===== src/rtl/dmem_access_ctrl.sv =====
// Data-memory access controller: turns SRAM-style load/store requests into a
// valid/ready bus transaction, stalls until the response and right-aligns loads.
module dmem_access_ctrl #(
  parameter int unsigned ADDR_W  = 32,
  parameter int unsigned TIMEOUT = 255
) (
  input  logic              clk,
  input  logic              rst,
  input  logic              lsu_read,
  input  logic              lsu_web,
  input  logic [31:0]       lsu_bweb,
  input  logic [ADDR_W-1:0] lsu_addr,
  input  logic [31:0]       lsu_wdata,
  output logic              mem_valid,
  input  logic              mem_ready,
  output logic              mem_we,
  output logic [3:0]        mem_wstrb,
  output logic [ADDR_W-1:0] mem_addr,
  output logic [31:0]       mem_wdata,
  input  logic              mem_rvalid,
  input  logic [31:0]       mem_rdata,
  input  logic              mem_rerr,
  output logic [31:0]       load_data,
  output logic              stall,
  output logic              access_err
);

  typedef enum logic [1:0] {StIdle, StReq, StWait, StDone} state_e;

  localparam bit          TimeoutEn   = (TIMEOUT != 0);
  localparam logic [15:0] TimeoutLast = 16'((TIMEOUT == 0) ? 0 : TIMEOUT - 1);

  state_e      state_q, state_d;
  logic [15:0] cnt_q, cnt_d;
  logic        we_q;
  logic [3:0]  wstrb_q;
  logic [ADDR_W-1:0] addr_q;
  logic [31:0] wdata_q;
  logic [1:0]  off_q;
  logic        err_q;
  logic [31:0] load_data_q;

  logic       acc;
  logic       we_in;
  logic [3:0] wstrb_in;
  logic       capture;
  logic       resp;
  logic       tmo;

  // A simultaneous read and write strobe is treated as a store.
  assign acc   = lsu_read | ~lsu_web;
  assign we_in = ~lsu_web;

  always_comb begin
    wstrb_in = '0;
    for (int i = 0; i < 4; i++) begin
      wstrb_in[i] = we_in & (lsu_bweb[8*i +: 8] != 8'hFF);
    end
  end

  always_comb begin
    state_d = state_q;
    cnt_d   = cnt_q;
    capture = 1'b0;
    resp    = 1'b0;
    tmo     = 1'b0;
    case (state_q)
      StIdle: begin
        if (acc) begin
          capture = 1'b1;
          state_d = StReq;
        end
      end
      StReq: begin
        if (mem_ready) begin
          state_d = StWait;
          cnt_d   = '0;
        end
      end
      StWait: begin
        cnt_d = cnt_q + 16'd1;
        // A response in the timeout cycle still completes normally.
        if (mem_rvalid) begin
          resp    = 1'b1;
          state_d = StDone;
        end else if (TimeoutEn && (cnt_q == TimeoutLast)) begin
          tmo     = 1'b1;
          state_d = StDone;
        end
      end
      StDone: begin
        state_d = StIdle;
      end
      default: begin
        state_d = StIdle;
      end
    endcase
  end

  always_ff @(posedge clk) begin
    if (rst) begin
      state_q     <= StIdle;
      cnt_q       <= '0;
      we_q        <= 1'b0;
      wstrb_q     <= '0;
      addr_q      <= '0;
      wdata_q     <= '0;
      off_q       <= '0;
      err_q       <= 1'b0;
      load_data_q <= '0;
    end else begin
      state_q <= state_d;
      cnt_q   <= cnt_d;
      if (capture) begin
        we_q    <= we_in;
        wstrb_q <= wstrb_in;
        addr_q  <= {lsu_addr[ADDR_W-1:2], 2'b00};
        wdata_q <= lsu_wdata;
        off_q   <= lsu_addr[1:0];
      end
      if (resp) begin
        err_q <= mem_rerr;
        if (!we_q) begin
          load_data_q <= mem_rdata >> {off_q, 3'b000};
        end
      end else if (tmo) begin
        err_q       <= 1'b1;
        load_data_q <= '0;
      end
    end
  end

  assign mem_valid  = (state_q == StReq);
  assign mem_we     = we_q;
  assign mem_wstrb  = wstrb_q;
  assign mem_addr   = addr_q;
  assign mem_wdata  = wdata_q;
  assign load_data  = load_data_q;
  assign access_err = (state_q == StDone) & err_q;
  assign stall      = ((state_q == StIdle) & acc) | (state_q == StReq) | (state_q == StWait);

endmodule


===== config.mk =====
export PLATFORM = sky130hd
export DESIGN_NAME = dmem_access_ctrl
export DESIGN_NICKNAME = d
export VERILOG_FILES = /design/src/rtl/dmem_access_ctrl.sv
export SDC_FILE = /design/constraint.sdc
export NUM_CORES = 1
export LEC_CHECK = 0
export ABC_AREA = 1
export CAP_MARGIN = 20
export CORE_ASPECT_RATIO = 0.9
export CORE_MARGIN = 4
export CORE_UTILIZATION = 46
export CTS_BUF_LIST = sky130_fd_sc_hd__clkbuf_8 sky130_fd_sc_hd__clkbuf_16
export DETAILED_ROUTE_END_ITERATION = 10
export GPL_ROUTABILITY_DRIVEN = 0
export PLACE_DENSITY = 0.86
export SLEW_MARGIN = 20
export SYNTH_ARGS = -nofsm -noshare
export SYNTH_HDL_FRONTEND = slang
export SYNTH_SLANG_ARGS = --single-unit

===== constraint.sdc =====
create_clock -name clk -period 3.2 [get_ports clk]
set_input_delay 0.96 -clock clk [delete_from_list [all_inputs] [get_ports clk]]
set_output_delay 0.96 -clock clk [all_outputs]
set_load 0.02 [all_outputs]

==> results of run 1 <==
## per-layer routing
metal,vias up,global-route usage
li1,2912,-
met3,41,0.1063
met2,195,0.4036
met4,2,0.09854
met1,2493,0.2663
met5,-,0
## Yosys cell counts, drive strengths merged
cell	count	area [um2]
nor3	9	45.04
nand4	10	62.56
dfxtp	120	2402
ha	7	87.58
nand2	114	454.2
nand3	13	87.59
or2	15	93.84
buf	21	202.7
and3	1	6.260
clkbuf	24	100.1
o22ai	10	81.33
a21oi	28	140.1
nor2	229	934.6
nand3b	27	202.7
a22oi	4	30.03
o21ai	93	469.2
inv	40	155.2
a211oi	1	7.510
conb	1	3.750
clkinv	1	3.750
## sequential cells by signal, summed over array words and instances (netlist names)
signal     count
mem_wdata     32
mem_addr      30
cnt_q         16
mem_wstrb      4
off_q          2
err_q          1
mem_we         1
state_q        2
load_data     32
## where the power goes
group	switching, mW	internal (mW)
logic	1.65	1.26
registers	0.214	1.92
clock network	0.734	1.09
total	2.60	4.26
## area by class of cell
type | count | area, um2 | share of cell area
inverter | 41 | 158.9 | 0.01874
timing repair buffer | 245 | 2441 | 0.2879
tap | 156 | 195.2 | 0.02302
multi-input combinational | 563 | 2713 | 0.3199
clock buffer | 17 | 425.4 | 0.05017
sequential | 120 | 2402 | 0.2833
clock inverter | 15 | 143.9 | 0.01697
## critical path: stages
cell	delay, ns
clkdlybuf4s50_1	0.45
inv_1	0.05
nand2_1	0.06
nand2_2	0.05
nand3_1	0.06
dlygate4sd2_1	0.33
## logic make-up after synthesis
| logic type | count (synthesis) | synth area share |
|---|---|---|
| other | 1 | 0.0006732 |
| flip-flops | 120 | 0.4313 |
| AND/OR/NAND/NOR | 418 | 0.3387 |
| AO/OA/AOI/OAI | 136 | 0.1307 |
| buffers and inverters | 86 | 0.08288 |
| adder cells (fa/ha/maj) | 7 | 0.01572 |
## through the flow
step | worst slack, ns | cell area, um2 | power (mW)
3_5_place_dp | -0.01090 | 7911 | 5.069
3_3_place_gp | 0.003268 | 7911 | 5.017
6_report | 0.2721 | 8479 | 6.860
5_1_grt | 0.1888 | 8479 | 7.275
4_1_cts | 0.2641 | 8479 | 6.914
2_1_floorplan | 0.5729 | 5574 | 3.824
## what timing repair did
| action | in CTS | in global routing |
|---|---|---|
| setup endpoints to repair | 1 | 0 |
| setup buffers | 0 | 0 |
| gates resized for setup | 1 | 0 |
## final timing paths
path                start       endpoint  slack [ns]  cells past startpoint
max              lsu_read          stall        0.27                      6
min reg2reg  mem_wstrb[2]   mem_wstrb[2]        0.46                      2
max reg2reg    state_q[0]  mem_wdata[14]        1.19                      8
min          mem_wstrb[2]   mem_wstrb[2]        0.46                      2
==> impl.org, run 1 <==
** Cells and area
- The number of antenna diodes in the final layout is 0.
- In the layout the commonest cells are clkdlybuf4s50_1, nor2_1, dfxtp_1, nand2_1, o21ai_0.
- Most common library cell in the layout ignoring fill and taps :: clkdlybuf4s50_1
- Number of non-filler instances in the completed layout :: 1157
- Measured on the finished design, the core utilization comes to 0.7297.
- Relative to the synthesized area, the layout overhead comes to 52.22%.
- In the final layout, the share of cells above drive strength 1 is 0.1019.
- # fillers :: 954
- The net count of the finished layout is between 1000 and 1500.

** Clock tree
- No sink is reached through more buffers than the 2 on the longest clock path.
- After clock tree synthesis, the clock-pin slew on the worst setup and hold paths is 0.06 ns.
- The H-tree generated during clock tree synthesis spans 4 levels.
- Clock tree synthesis selected as its root buffer the cell clkbuf_16.
- The tree built by TritonCTS fans out to 120 sinks.
- TritonCTS built the clock tree.
- Hold repair after CTS inserted 0 buffers.
- Cts bufs inserted :: 17
- Worst-skew pair later-pin latency :: 0.41 ns

** Routing
- In the final routed layout, each cell accounts on average for around 14 um.
- Via count of the routed design :: roughly 5600
- Drc violations :: 0
- Total wire length after detailed routing :: 16670 um
- In this run the remaining antenna-violating nets after routing total 0.
- Wire segments on met3 add up to 1555 um in the final route.
- Detailed-route vias per instance :: 4.877
- Number of DRC violations after detailed-routing iteration 0 :: 441
- Wire length on met1 :: 6470 um
- First drt pass iteration count :: 5
- Signal routing reaches up to met5.
- Summed over all nets, wire length on met2 after detailed routing comes to 8137 um.

** Floorplan
- After floorplanning, the core was sized to cover 11620 um2.
- The floorplan step defined a die boundary enclosing 13940 um2.
- The die is around 120 um wide.
- # rows :: 37
- Count of pins on the block boundary :: 239
- In this run the vertical extent of the chip is 112.4 um.
- Initial Utilization :: 0.4794

** STA
- At the pin with the least slew margin, the transition time is slightly below 0.7 ns.
- Max-slew violation count :: 0
- Worst slew margin relative to its limit :: 0.5407
- Summed over all failing endpoints, the final setup total negative slack is 0 ns.
- Max Clk Rate :: around 0.34 GHz
- Setup violation total in the final timing report :: 0
- Maximum clock skew at final layout :: 0.006901 ns
- Hold slack :: ~0.46 ns
- The hold violation total from the final report came to 0.
- RSZ-0062 raised after global routing :: false
- Fraction of the cycle the final worst path needs :: 0.9150
- Minimum period implied by the final worst setup slack :: 2.928 ns

** Worst setup path
- Kind of critical path :: primary input to primary output
- Signal arrival time at the worst endpoint :: 1.97 ns
- STA puts the critical path data required time at 2.24 ns.
- The worst setup path is captured at a primary output.
- STA classifies the critical path startpoint as a primary input.
- Of all nets on the critical path, the largest fanout is 2.

** Logic synthesis
- Netlist area before placement :: 5570 um2
- Flip-flop and latch count after synthesis :: 120
- Synthesis instantiated 35 different standard cells from the library.
- Yosys warning count :: 0
- Each instance of the synthesized netlist takes up on average 7.253 um2.
- The cell count after synthesis came out at 768.
- Sequential cell area fraction in the yosys report :: 0.4313

** Global routing
- In the global route stage, overall resource usage came out at 0.2414.
- Antenna violations before repair :: 1
- Grt total ovfl :: 0
- Vias in the first global route :: about 5500
- Pin count of the biggest net entering global routing :: 74
- Global-route wire length before repair :: about 27000 um

** Run
- The tool flagged a number of max-cap violations equal to 0.

** Placed design
- During placement, the flow inserted port buffers numbering approximately 240.
- Half-perimeter wire length after detailed placement :: 11960 um
- # placed instances :: 1125

** Outcome
- Result of the run :: complete, no violations

** Power
- Power spread over the standard cell area amounts to slightly above 800 nW/um2.
- IR analysis of the VDD net gives a maximum drop of 0.5583 mV.
- Leakage :: around 3.5 nW

** Min path
- Classification of the worst-slack hold path :: flip-flop to flip-flop
(Power assumes the default switching activity.)
==> run 2, diff against run 1 <==
Settings changed: CTS_CLUSTER_DIAMETER from default to 50.
==> results of run 2 <==
Final layout, timing and power as in run 1 (identical DEF).
